### config.mk
export PLATFORM = sky130hd
export DESIGN_NAME = br_wb_arbiter
export DESIGN_NICKNAME = d
export VERILOG_FILES = /design/src/rtl/br_wb_arbiter.sv
export SDC_FILE = /design/constraint.sdc
export NUM_CORES = 1
export LEC_CHECK = 0
export ABC_AREA = 1
export CORE_ASPECT_RATIO = 1.4
export CORE_MARGIN = 4
export CORE_UTILIZATION = 43
export CTS_CLUSTER_SIZE = 10
export DETAILED_ROUTE_END_ITERATION = 8
export GPL_ROUTABILITY_DRIVEN = 1
export GPL_TIMING_DRIVEN = 0
export PLACE_DENSITY = 0.9
export SETUP_SLACK_MARGIN = 0.05
export SLEW_MARGIN = 20
export SYNTH_ARGS = -nofsm -noshare
export SYNTH_HDL_FRONTEND = slang
export SYNTH_SLANG_ARGS = --single-unit
### constraint.sdc
create_clock -name clk -period 1.8 [get_ports clk]
set_input_delay 0.36 -clock clk [delete_from_list [all_inputs] [get_ports clk]]
set_output_delay 0.36 -clock clk [all_outputs]
set_load 0.05 [all_outputs]
### src/rtl/br_wb_arbiter.sv
// Write-back arbiter: grants one ALU or memory register-bank write per cycle and flags decode RAW hazards.
// Optional build macro BR_ARB_RR_EN selects round-robin arbitration in place of memory-priority with starvation escape.
module br_wb_arbiter #(
  parameter int unsigned STARVE_MAX = 4
) (
  input  logic        clk,
  input  logic        rst,
  input  logic        a_valid,
  input  logic [4:0]  a_addr,
  input  logic [31:0] a_data,
  output logic        a_ready,
  input  logic        m_valid,
  input  logic [4:0]  m_addr,
  input  logic [31:0] m_data,
  output logic        m_ready,
  output logic [4:0]  WR,
  output logic [31:0] DW,
  output logic        RegEn,
  input  logic [4:0]  rd_addr1,
  input  logic [4:0]  rd_addr2,
  output logic        hazard
);

  logic        w_grant_a;
  logic        w_grant_m;
  logic [4:0]  r_wr;
  logic [31:0] r_dw;
  logic        r_regen;
  logic        w_hit1;
  logic        w_hit2;

`ifdef BR_ARB_RR_EN
  // Last-granted pointer:
  //   state  | meaning
  //   LAST_A | ALU won most recently; memory wins the next tie
  //   LAST_M | memory won most recently; ALU wins the next tie
  typedef enum logic {LAST_A = 1'b0, LAST_M = 1'b1} last_e;
  last_e r_last;
  last_e w_last_nxt;

  always_ff @(posedge clk) begin
    if (rst) r_last <= LAST_A;
    else     r_last <= w_last_nxt;
  end

  always_comb begin
    w_last_nxt = r_last;
    if (w_grant_a)      w_last_nxt = LAST_A;
    else if (w_grant_m) w_last_nxt = LAST_M;
  end
`else
  localparam logic [3:0] LP_STARVE_MAX = 4'(STARVE_MAX);
  logic [3:0] r_starve;
  logic [3:0] w_starve_nxt;

  always_ff @(posedge clk) begin
    if (rst) r_starve <= 4'd0;
    else     r_starve <= w_starve_nxt;
  end

  always_comb begin
    w_starve_nxt = r_starve;
    if (!a_valid || w_grant_a)          w_starve_nxt = 4'd0;
    else if (r_starve < LP_STARVE_MAX)  w_starve_nxt = r_starve + 4'd1;
  end
`endif

  always_comb begin
    w_grant_a = 1'b0;
    w_grant_m = 1'b0;
    if (!rst) begin
      if (a_valid && !m_valid)      w_grant_a = 1'b1;
      else if (m_valid && !a_valid) w_grant_m = 1'b1;
      else if (a_valid && m_valid) begin
`ifdef BR_ARB_RR_EN
        if (r_last == LAST_M) w_grant_a = 1'b1;
        else                  w_grant_m = 1'b1;
`else
        if (r_starve == LP_STARVE_MAX) w_grant_a = 1'b1;
        else                           w_grant_m = 1'b1;
`endif
      end
    end
  end

  assign a_ready = w_grant_a;
  assign m_ready = w_grant_m;

  // Writes to $zero are accepted but never reach the bank; WR/DW keep the last real write.
  always_ff @(posedge clk) begin
    if (rst) begin
      r_wr    <= 5'd0;
      r_dw    <= 32'd0;
      r_regen <= 1'b0;
    end else begin
      r_regen <= 1'b0;
      if (w_grant_a && (a_addr != 5'd0)) begin
        r_wr    <= a_addr;
        r_dw    <= a_data;
        r_regen <= 1'b1;
      end else if (w_grant_m && (m_addr != 5'd0)) begin
        r_wr    <= m_addr;
        r_dw    <= m_data;
        r_regen <= 1'b1;
      end
    end
  end

  assign WR    = r_wr;
  assign DW    = r_dw;
  assign RegEn = r_regen;

  always_comb begin
    w_hit1 = (rd_addr1 != 5'd0) &&
             ((a_valid && (a_addr == rd_addr1)) ||
              (m_valid && (m_addr == rd_addr1)) ||
              (r_regen && (r_wr == rd_addr1)));
    w_hit2 = (rd_addr2 != 5'd0) &&
             ((a_valid && (a_addr == rd_addr2)) ||
              (m_valid && (m_addr == rd_addr2)) ||
              (r_regen && (r_wr == rd_addr2)));
  end

  assign hazard = w_hit1 || w_hit2;

endmodule

## Yosys cells after proc, flatten, opt, wreduce, memory -nomap -nowiden

Index checks and enable logic that the tools add are counted.

- Bits in registers: 42
- Bits of input ports: 88

- Add/subtract/negate cells: 1
- $lt $le $gt $ge: 1
- Eq/ne operators: 7
- Muxes and demuxes: 16
- Reductions and logical operators: 27

Operators by type and width:

| operator | count |
|---|---|
| $mux 32 | 2 |
| $eq 5x5->1 | 6 |
| $reduce_bool 5->1 | 4 |
| $logic_and 1x1->1 | 13 |
| $mux 1 | 12 |
| $mux 5 | 2 |
| $logic_or 1x1->1 | 6 |
| $add 4x1->4 const B | 1 |
| $eq 4x3->1 const B | 1 |
| $lt 4x3->1 const B | 1 |
| $logic_not 1->1 | 2 |
| $reduce_bool 2->1 | 1 |
| $reduce_or 2->1 | 1 |

## Depth between registers and ports, before layout

Gate-level depths: netlist of the first run.

- Depth after elaboration: 9
- Gate-level depth with buffers: 11
- Gate-level depth less buffers: 9

## Worst setup path after synthesis of the first run

Ideal clock, no wire load.

- Kind: register -> output
- From: reg r_wr[1], in the netlist WR[1]
- To: out hazard
- Data arrival time: 1501 ps
- Required time: 1440 ps
- Slack: -61 ps
- Cell stages (with the launch flop): 9
- Path through: dfxtp_1 inv_1 nand2_1 nand2_1 nor2_1 nand3_1 nand3_1 nand2_1 nand2_1

- Cells in the longest elaborated chain, start to end: 5

RTL lines:

| what | line | RTL |
|---|---|---|
| from (decl) | 26 | `logic [4:0] r_wr;` |
| from (signal assigned) | 98 | `r_wr <= a_addr;` |
| from (signal assigned) | 102 | `r_wr <= m_addr;` |
| $eq 5x5->1, on equally long branches | 117, 121 |  |
| $logic_and 1x1->1, on equally long branches | 117, 121 |  |
| $logic_or 1x1->1, on equally long branches | 116, 120 |  |
| $logic_and 1x1->1, on equally long branches | 114, 118 |  |
| $logic_or 1x1->1 * | 124 | `assign hazard = w_hit1 \|\| w_hit2;` |
| to (decl) | 21 | `output logic hazard` |

Mark *: on every way between the ends. The rest lies on a longest branch, timed or not.

## Final worst setup path of the first run

- From: in a_addr[3]
- To: out hazard

- Cells in the longest elaborated chain, start to end: 6

RTL lines:

| what | line | RTL |
|---|---|---|
| from (decl) | 9 | `input logic [4:0] a_addr,` |
| $eq 5x5->1, on equally long branches | 115, 119 |  |
| $logic_and 1x1->1, on equally long branches | 115, 119 |  |
| $logic_or 1x1->1, on equally long branches | 115, 119 |  |
| $logic_or 1x1->1, on equally long branches | 116, 120 |  |
| $logic_and 1x1->1, on equally long branches | 114, 118 |  |
| $logic_or 1x1->1 * | 124 |  |

Marks and branches as above.

==> summary.md, run 1 <==
| Metric | Value |
|---|---|
| Outcome | finished with violations |
| Failing checks | setup timing |
| CP bufs+invs | 3 |
| Logic pwr share | 37.8% |
| Setup_tns | -0.01308 ns |
| Fraction of layout cells with a size suffix above 1 | 14.68% |
| Largest net degree at the start of global routing | 13 |
| Area post-placement | 4377 µm² |
| TritonCTS Buffers | 5 |
| Iteration-0 DRC Markers | 184 |
| Clk sink count | between 40 and 50 |
| Max cap viols | 0 |
| Worst-path clk slew | about 0.08 ns |
| Tmin final | between 1.5 and 2 ns |
| Maximum clock insertion buffer count | 2 |
| Pwr dens | between 600 and 700 nW/µm² |
| Port Buffers | around 130 |
| Unrepaired setup endpoints after global routing | yes |
| Period utilization | 100.7% |
| Hold Vio Cnt, Final | 0 |
| Clock share of power | 26.3% |
| Seq/Total Area, Yosys | between 20% and 30% |
| Cell Area, Synth | roughly 3000 µm² |
| CTS tree | built |
| First-pass GRT wire length | approximately 17000 µm |
| CP Cell Sequence | clkdlybuf4s15_1 > inv_1 > nand2_1 > nand2_1 > nor2_1 > nand3_1 > nand3_1 > nand2_1 > nand2_1 > buf_6 |
| Total power | a little under 0.003 W |
| Sequential power share | between 30% and 40% |
| Share of the synthesized area in the top cell type | between 20 and 30% |
| Ranking of synthesized cells by area | dfxtp_1 28%, nand2_1 24%, nor2_1 13% |
| Initial Util | 44.62% |
| Area growth syn-to-layout | 51.90% |
| Final setup fails | 1 |
| Net Count, Synth | just under 600 |
| Maximum fanout along the worst path | 5 |
| F_max | approximately 0.55 GHz |
| Via Count | 3755 |
| Final Skew | approximately 0.0057 ns |
| Post-Syn Area per Cell | between 5 and 6 µm² |
| Nets | about 740 |
| Slew @ Worst Pin | ~0.52 ns |
| Tot GR Track Use | approximately 25% |
| DIE AREA | approximately 8300 µm² |
| Internal power | around 0.0019 W |
| Mapped Cells | 505 |
| Setup CP Type | input port to primary output |
| Crit start category | input port |
| CP required | approximately 1.4 ns |
| Worst hold-check path type | input port to flop |
| Max incr delay on CP | ~0.28 ns |
| Sw frac | 36.01% |
| Initial antenna violation count | 0 |
| Family with the most delay on the worst path | simple AND/OR/NAND/NOR gates |
| Vias in the first global route | 3568 |
| Die Ht | 106.3 µm |
| Post-cts hold buffer count | 0 |
| Critical Path Most Common Cell | nand2_1 |
| FF+latch count, synth | 42 |
| Vias/cell | 5.081 |
| Final Max Slew Viols | 0 |
| ANT nets after route | 0 |
| N_diodes | 0 |
| 1st-pass router iterations | 7 |
| Clk Latency, worst-skew pair | a little under 0.3 ns |
| Synth cell types | 23 |
| Placeable Area | 6656 µm² |
| H-tree Lvls | 2 |
| Chip width | 78.25 µm |
| Root buffer cell | clkbuf_8 |
| Design area | between 4000 and 5000 µm² |
| Num ports | about 130 |
| Leak | around 2.3 nW |
| Row count | 35 |
| Avg WL per Cell | 14.38 µm |
| Switch Pwr | 0.001056 W |
| VDD IR-drop max | about 0.47 mV |
| CP max-delay cell | clkdlybuf4s15_1 |
| Synth area leader | dfxtp_1 |
| Critical Path AT | between 1 and 1.5 ns |
| Place WS | -0.9276 ns |
| Synth warn | 0 |
| GP Congestion | around 0.85 |
| Hpwl dp | a little over 8000 µm |
| Setup ws final | -0.01308 ns |
| Rel. slew slack | around two thirds |
| Number of remaining DRC errors | 0 |
| Worst setup EP type | primary output |
| GRT Residual Overflow | 0 |
| Wirelength, routed | 10630 µm |
-- worst paths after layout --
| check | from | to | slack [ns] | depth (start not counted) |
|---|---|---|---|---|
| max | a_addr[3] | hazard | -0.01 | 10 |
| min | m_addr[2] | WR[2] | 0.43 | 5 |
| max reg2reg | r_starve[1] | WR[4] | 0.11 | 10 |
| min reg2reg | r_starve[3] | r_starve[3] | 0.47 | 2 |
-- registers in the layout (all words and copies together) (netlist names) --
register / flops
WR: 5
r_starve: 4
RegEn: 1
DW: 32
-- cell type report --
class | instances | area (µm²)
fill | 654 | 2145
multi-input combinational | 402 | 1893
timing repair buffer | 135 | 1214
sequential | 42 | 859.6
buffer | 27 | 180.2
inverter | 34 | 137.6
tap | 92 | 115.1
clock buffer | 6 | 82.58
clock inverter | 1 | 30.03
-- repair_timing --
item / 4_1_cts / 5_1_grt
setup endpoints to repair: 76 / 25
hold endpoints to repair: 0 / 0
resized for setup: 97 / 64
pin swaps: 4 / 14
setup buffers: 3 / 4
-- routing by layer --
layer	vias up	track usage, %	share of wire, %
li1	1884	-	-
met1	1676	24.69	37
met2	170	48.28	52
met3	25	6.102	8.0
met4	0	8.250	2.7
met5	-	0	0
-- cell usage in the layout, fill, tap and decap left out, types with 3 or more instances in the layout --
cell / n
a21oi_1: 4
buf_2: 9
buf_4: 8
buf_6: 9
clkbuf_1: 7
clkbuf_2: 17
clkbuf_8: 6
clkdlybuf4s15_1: 5
clkdlybuf4s50_1: 64
dfxtp_1: 37
dfxtp_4: 5
dlygate4sd2_1: 41
inv_1: 16
inv_2: 14
inv_4: 4
nand2_1: 185
nand2_2: 6
nand3_1: 15
nand3_2: 3
nand3b_1: 32
nand4_1: 37
nor2_1: 100
nor2_2: 5
nor3_1: 3
o21ai_0: 3
-- power groups by stage --
stage | logic [W] | registers (W) | clock network (W)
after floorplan | 0.000411 | 0.00132 | 0
after global placement | 0.00111 | 0.00107 | 0
after detailed placement | 0.00113 | 0.00108 | 0
after CTS | 0.00108 | 0.00105 | 0.000779
after global routing | 0.00119 | 0.00106 | 0.000809
final | 0.00111 | 0.00105 | 0.000771
-- tightest hold or removal path, delay by kind of cell --
| family | cells | cell delay [ns] |
|---|---|---|
| AND/OR/NAND/NOR | 4 | 0.22 |
| buffers and inverters | 1 | 0.12 |
-- Yosys cell counts --
| cell type | instances |
|---|---|
| nor2_4 | 1 |
| ha_1 | 2 |
| nand4_1 | 37 |
| nand2_4 | 1 |
| nor3_1 | 3 |
| nand3_1 | 15 |
| xor2_1 | 1 |
| nor2_1 | 104 |
| a21oi_1 | 4 |
| clkbuf_1 | 10 |
| buf_2 | 9 |
| dfxtp_1 | 42 |
| nand2_2 | 1 |
| inv_2 | 4 |
| nor2_2 | 1 |
| buf_6 | 8 |
| inv_1 | 29 |
| inv_4 | 1 |
| o21ai_0 | 5 |
| nand3_2 | 4 |
| nand2_1 | 190 |
| a21boi_1 | 1 |
| nand3b_1 | 32 |
-- through the flow --
step | cells | hold slack (ns) | util [%]
4_1_cts | 735 | 0.4743 | 67.09
6_report | 739 | 0.4283 | 67.78
3_3_place_gp | 725 | 0.4571 | 65.75
5_1_grt | 739 | 0.4442 | 67.78
3_5_place_dp | 725 | 0.4624 | 65.75
2_1_floorplan | 505 | 0.4398 | -
-- cell families after synthesis --
group	Yosys count	synth area share, %
DFF	42	28.31
buffers and inverters	61	10.19
AOI/OAI and AO/OA	10	1.769
xor gates and xnor gates	1	0.2949
adders and majority gates	2	0.8423
and+or+nand+nor	389	58.59
Power figures use the tool's default switching activity.
==> run 2: changes to the inputs <==
--- a/config.mk
+++ b/config.mk
@@ -6,14 +6,17 @@
 export NUM_CORES = 1
 export LEC_CHECK = 0
 export ABC_AREA = 1
+export CAP_MARGIN = 20
+export CELL_PAD_IN_SITES_DETAIL_PLACEMENT = 2
+export CELL_PAD_IN_SITES_GLOBAL_PLACEMENT = 2
 export CORE_ASPECT_RATIO = 1.4
 export CORE_MARGIN = 4
-export CORE_UTILIZATION = 43
+export CORE_UTILIZATION = 21
 export CTS_CLUSTER_SIZE = 10
 export DETAILED_ROUTE_END_ITERATION = 8
 export GPL_ROUTABILITY_DRIVEN = 1
 export GPL_TIMING_DRIVEN = 0
-export PLACE_DENSITY = 0.9
+export PLACE_DENSITY = 0.91
 export SETUP_SLACK_MARGIN = 0.05
 export SLEW_MARGIN = 20
 export SYNTH_ARGS = -nofsm -noshare
==> run 2 against run 1 <==
The run still ends with setup timing left. Clock power grew 60%. Core utilization shrank 33 points. Combinational power grew 5%. Clock skew shrank 0.0018 ns. Global-route usage shrank 6.3 points. Fmax is essentially flat. Sequential power is essentially flat. Via count grew 4.2%. Setup slack lost 0.0016 ns. Sequential share of layout area shrank 1.2 points. Largest power group is now the clock network.
==> summary.md, run 2 (synthesis results as in run 1) <==
| Metric | Value |
|---|---|
| Outcome | finished with violations |
| Failing checks | setup timing |
| Pwr dens | 725.5 nW/µm² (+12%) |
| Gr busiest metal | met2 |
| First-pass GRT wire length | 22940 µm (+39%) |
| Via Count | 3911 (+4.2%) |
| Most common cell after layout, fill and taps aside | nand2_1 |
| Placeable Area | 13910 µm² (+110%) |
| Wirelength, routed | 15070 µm (+42%) |
| Most frequent cells in the layout | 188 x nand2_1, 99 x nor2_1, 64 x clkdlybuf4s50_1 |
| Tot GR Track Use | 18.31% (-6.3 points) |
| Rel. slew slack | 62.44% (-2.8 points) |
| Leak | 2.389 nW (+2.2%) |
| Root buffer cell | clkbuf_16 |
| ANT nets after route | 0 (unchanged) |
| Num ports | 129 (unchanged) |
| DP Cell Count | 818 (+13%) |
| Final Max Slew Viols | 0 (unchanged) |
| Final std cells w/o fill | 832 (+13%) |
| Largest net degree at the start of global routing | 14 (+1) |
| Fraction of layout cells with a size suffix above 1 | 14.53% (-0.15 points) |
| Vias in the first global route | 4379 (+23%) |
| Nets | 736 (-0.14%) |
| Max FFs per register | 32 (unchanged) |
| Reg2Reg Setup Slack | 0.11 ns (about the same) |
| Slew @ Worst Pin | 0.5656 ns (+0.04188 ns) |
| Hold Vio Cnt, Final | 0 (unchanged) |
| Setup ws final | -0.01466 ns (-0.001582 ns) |
| GRT Residual Overflow | 0 (unchanged) |
| Worst hold-check path type | flop to flop |
| Critical Path AT | 1.45 ns (about the same) |
| Row count | 51 (+46%) |
| Port Buffers | 128 (unchanged) |
| VDD IR-drop max | 0.3686 mV (-21%) |
| DIE AREA | 16140 µm² (+94%) |
| GP Congestion | 0.8639 (+1.7%) |
| GR Util met3 | 3.778% (-2.3 points) |
| H-tree Lvls | 2 (unchanged) |
| Clk sink count | 42 (unchanged) |
| Worst setup EP type | primary output |
| 1st-pass router iterations | 4 (-3) |
| Global-route met2 utilization | 35.92% (-12 points) |
| Place WS | -1.116 ns (-0.1879 ns) |
| Unrepaired setup endpoints after global routing | yes |
| Total power | 0.003467 W (+18%) |
| Crit start category | flop |
| CTS tree | built |
| Chip width | 108.5 µm (+39%) |
| Area post-placement | 4493 µm² (+2.7%) |
| Number of remaining DRC errors | 0 (unchanged) |
| Max cap viols | 0 (unchanged) |
| Maximum clock insertion buffer count | 2 (unchanged) |
| Vias/cell | 4.701 (-7.5%) |
| CP required | 1.44 ns (about the same) |
| Die Ht | 148.7 µm (+40%) |
| TritonCTS Buffers | 5 (unchanged) |
| Hpwl dp | 11790 µm (+43%) |
| N_diodes | 0 (unchanged) |
| Clk Latency, worst-skew pair | 0.29 ns (about the same) |
| F_max | 0.5511 GHz (about the same) |
| Period utilization | 100.8% (about the same) |
| Setup_tns | -0.01466 ns (-0.001582 ns) |
| Setup CP Type | flop to primary output |
| Worst-path clk slew | 0.06 ns (-0.02 ns) |
| Avg WL per Cell | 18.11 µm (+26%) |
| Grt met1 use | 18.47% (-6.2 points) |
| Design area | 4778 µm² (+5.9%) |
| Maximum fanout along the worst path | 4 (-1) |
| Area growth syn-to-layout | 60.87% |
| Iteration-0 DRC Markers | 72 (-61%) |
| Initial antenna violation count | 0 (unchanged) |
| Final Skew | 0.003835 ns (-0.001849 ns) |
| Tmin final | 1.815 ns (+0.001582 ns) |
| Final setup fails | 1 (unchanged) |
| Initial Util | 21.35% (-23 points) |
==> run 2: cell types whose count changed in the layout (fill, tap and decap cells not counted), sizes merged <==
cell           change
clkdlybuf4s15      +4
buf                -2
clkbuf             -2
bufinv             +1
dlygate4sd2        -1
==> run 2: critical path, cell delays in order (launching register included) <==
cell and delay, ns:
dfxtp_2 0.36, inv_2 0.05, nand2_1 0.05, nand2_1 0.07, nor2_2 0.13, nand3_1 0.10
nand3_1 0.10, nand2_1 0.08, nand2_2 0.09, buf_8 0.14
==> run 2: report_power, final <==
group / switching [W] / internal (W)
Sequential: 0.0000532 / 0.00101
Clock: 0.000400 / 0.000834
Combinational: 0.000732 / 0.000441
==> run 2: path summary, 6_finish.rpt <==
path                               endpoint  depth (start not counted)        start
worst max-delay path                 hazard                          9        WR[1]
worst min register to register  r_starve[3]                          2  r_starve[3]
worst max register to register  r_starve[1]                          8  r_starve[1]
worst min-delay path            r_starve[3]                          2  r_starve[3]
==> run 2: repair_timing <==
action,in CTS,in global routing
buffers inserted,5,2
setup endpoints to repair,78,38
resized for setup,117,50
pin swaps,3,14
hold buffers,0,0
==> run 2: final cells by class <==
class                           count  area [µm²]
Inverter                           34       130.1
Sequential cell                    42       853.3
Timing Repair Buffer              135        1269
Tap cell                          185       231.5
Clock buffer                        6       138.9
Buffer                             26       195.2
Clock inverter                      2       60.06
Fill cell                        1740        9133
Multi-Input combinational cell    402        1901
==> run 2: through the flow <==
step	utilization [%]	hold WS, ns
after global routing	34.35	0.5139
after CTS	34.02	0.4946
after detailed placement	32.30	0.4839
after global placement	32.30	0.4529
final	34.35	0.4940
after floorplan	-	0.4398
==> run 2: layer usage <==
layer | up-vias | part of all wire (%)
li1 | 1882 | -
met1 | 1902 | 36
met2 | 100 | 56
met3 | 27 | 4.5
met4 | 0 | 2.8
met5 | - | 0
==> run 3: changes to the inputs <==
--- a/config.mk
+++ b/config.mk
@@ -9,7 +9,7 @@
 export CAP_MARGIN = 20
 export CELL_PAD_IN_SITES_DETAIL_PLACEMENT = 2
 export CELL_PAD_IN_SITES_GLOBAL_PLACEMENT = 2
-export CORE_ASPECT_RATIO = 1.4
+export CORE_ASPECT_RATIO = 0.7
 export CORE_MARGIN = 4
 export CORE_UTILIZATION = 21
 export CTS_CLUSTER_SIZE = 10
==> run 3 against run 2 <==
The flow still finishes with violations (setup timing). Register-to-register slack improved by 0.06 ns. Largest cell class unchanged. Critical endpoint unchanged. Highest routed layer unchanged. First-iteration DRC count increased by 110%. Core utilization increased by 0.45 points. Largest power group is now combinational cells.
==> summary.md, run 3 (synthesis results as in run 1) <==
| Metric | Value |
|---|---|
| Worst-path clk slew | 0.06 ns (about the same) |
| Root buffer cell | clkbuf_16 |
| Tmin final | 1.847 ns (+0.03235 ns) |
| Area growth syn-to-layout | 62.55% |
| Rel. slew slack | 61.96% (-0.48 points) |
| Die Ht | 107.5 µm (-28%) |
| Vias/cell | 4.690 (-0.24%) |
| Tot GR Track Use | 18.50% (+0.19 points) |
| Iteration-0 DRC Markers | 148 (+110%) |
| Via Count | 3958 (+1.2%) |
| Placeable Area | 13870 µm² (-0.27%) |
| Combined flip-flop and latch cell area | 862.1 µm² (+1.0%) |
| Number of remaining DRC errors | 0 (unchanged) |
| Internal power | 0.002112 W (-7.4%) |
| Sw frac | 36.69% (+2.5 points) |
| Clock share of power | 31.9% (-3.7 points) |
| GP Congestion | 0.9094 (+5.3%) |
| DIE AREA | 16140 µm² (about the same) |
| Setup ws final | -0.04701 ns (-0.03235 ns) |
| 1st-pass router iterations | 4 (unchanged) |
| Fraction of layout cells with a size suffix above 1 | 19.88% (+5.3 points) |
| Hold Vio Cnt, Final | 0 (unchanged) |
| Period utilization | 102.6% (+1.8 points) |
| Critical Path AT | 1.49 ns (+0.04 ns) |
| Sequential power share | 31.7% (+1.1 points) |
| Failing checks | setup timing |
| Wirelength, routed | 15640 µm (+3.8%) |
| Pwr dens | 691.0 nW/µm² (-4.8%) |
| Unrepaired setup endpoints after global routing | yes |
| Num ports | 129 (unchanged) |
| Final Skew | 0.008684 ns (+0.004849 ns) |
| Row count | 36 (-29%) |
| Final setup fails | 1 (unchanged) |
| Avg WL per Cell | 18.54 µm (+2.3%) |
| Post-cts hold buffer count | 0 (unchanged) |
| N_diodes | 0 (unchanged) |
| Clk sink count | 42 (unchanged) |
| Crit start category | input port |
| VDD IR-drop max | 0.3416 mV (-7.3%) |
| F_max | 0.5414 GHz (-1.8%) |
| Initial Util | 21.41% (+0.058 points) |
| Area of the multi-input gates | 1948 µm² (+2.5%) |
| Switch Pwr | 0.001224 W (+3.3%) |
| CTS tree | built |
| Initial antenna violation count | 0 (unchanged) |
| Design area | 4828 µm² (+1.0%) |
| # fillers | 1718 (-1.3%) |
| Most frequent cells in the layout | 177 x nand2_1, 96 x nor2_1, 64 x clkdlybuf4s50_1 |
| Outcome | finished with violations |
| Max FFs per register | 32 (unchanged) |
| Worst setup EP type | primary output |
| Worst hold-check path type | input port to flop |
| GRT Residual Overflow | 0 (unchanged) |
| Vias in the first global route | 4298 (-1.8%) |
| Most common cell after layout, fill and taps aside | nand2_1 |
| Nets | 743 (+0.95%) |
| Setup_tns | -0.04701 ns (-0.03235 ns) |
| Maximum fanout along the worst path | 4 (unchanged) |
| Largest net degree at the start of global routing | 15 (+1) |
| CP required | 1.44 ns (about the same) |
| Slew @ Worst Pin | 0.5706 ns (+0.005010 ns) |
| Port Buffers | 128 (unchanged) |
| Setup CP Type | input port to primary output |
| R2R cell count | 9 (+1) |
| Fin util | 34.80% (+0.45 points) |
| Leak | 2.403 nW (+0.60%) |
| Worst hold stages | 5 (+3) |
| Hpwl dp | 12060 µm (+2.3%) |
| Final Max Slew Viols | 0 (unchanged) |
| Area post-placement | 4499 µm² (+0.14%) |
| First-pass GRT wire length | 23200 µm (+1.1%) |
| Maximum clock insertion buffer count | 2 (unchanged) |
| TritonCTS Buffers | 5 (unchanged) |
| H-tree Lvls | 2 (unchanged) |
| ANT nets after route | 0 (unchanged) |
| Clk Latency, worst-skew pair | 0.30 ns (about the same) |
| Chip width | 150.2 µm (+38%) |
| Logic pwr share | 36.4% (+2.6 points) |
| Max cap viols | 0 (unchanged) |
==> run 3: final timing paths <==
check                                  from     endpoint  slack [ns]
worst min-delay path              m_addr[4]        WR[4]        0.46
worst min register to register  r_starve[3]  r_starve[3]        0.48
worst max register to register  r_starve[1]       DW[19]        0.17
worst max-delay path            rd_addr2[1]       hazard       -0.05
==> run 3: cell type report <==
type                    count  share of cell area (%)
flip-flops and latches     42                   17.85
plain buffers              27                   3.965
inverters                  34                   2.799
multi-input cells         402                   40.35
repair buffers            141                   26.59
well taps                 190                   4.924
clock buffers               5                   2.591
clock inverters             3                  0.9329
==> run 3: repair_timing <==
item                       in CTS  in global routing
buffers inserted                3                  9
pin swaps                       7                 21
gates cloned                    0                  1
setup endpoints to repair      78                 34
resized for setup             112                 89
==> run 3: worst max-delay path, cell delays in order <==
cell and delay (ns):
clkdlybuf4s15_2 0.23, inv_2 0.08, nand2_1 0.12, nand2_2 0.10
nor2_1 0.12, nand3_1 0.11, nand3_2 0.09, nand2_2 0.05
nand2_2 0.08, buf_8 0.15
==> run 3: metrics by stage <==
step	std cells	worst slack, ns	total power, W	hold slack, ns
2_1_floorplan	505	0.03940	0.001730	0.4398
3_3_place_gp	823	-0.9970	0.002222	0.4552
3_5_place_dp	823	-1.069	0.002277	0.4744
4_1_cts	834	-0.08221	0.003297	0.4826
5_1_grt	844	-0.1103	0.003500	0.5055
6_report	844	-0.04701	0.003336	0.4567
==> run 3: power groups by stage <==
stage	combinational (W)	clock (W)	sequential, W
3_3_place_gp	0.00115	0	0.00107
6_report	0.00121	0.00107	0.00106
5_1_grt	0.00131	0.00112	0.00107
4_1_cts	0.00116	0.00108	0.00106
2_1_floorplan	0.000411	0	0.00132
3_5_place_dp	0.00120	0	0.00108
==> run 3: per-layer routing <==
| metal | GRT usage, % | part of all wire (%) |
|---|---|---|
| met1 | 22.59 | 45 |
| met3 | 5.556 | 5.4 |
| met4 | 2.546 | 0.71 |
| met5 | 0 | 0 |
| met2 | 32.86 | 49 |
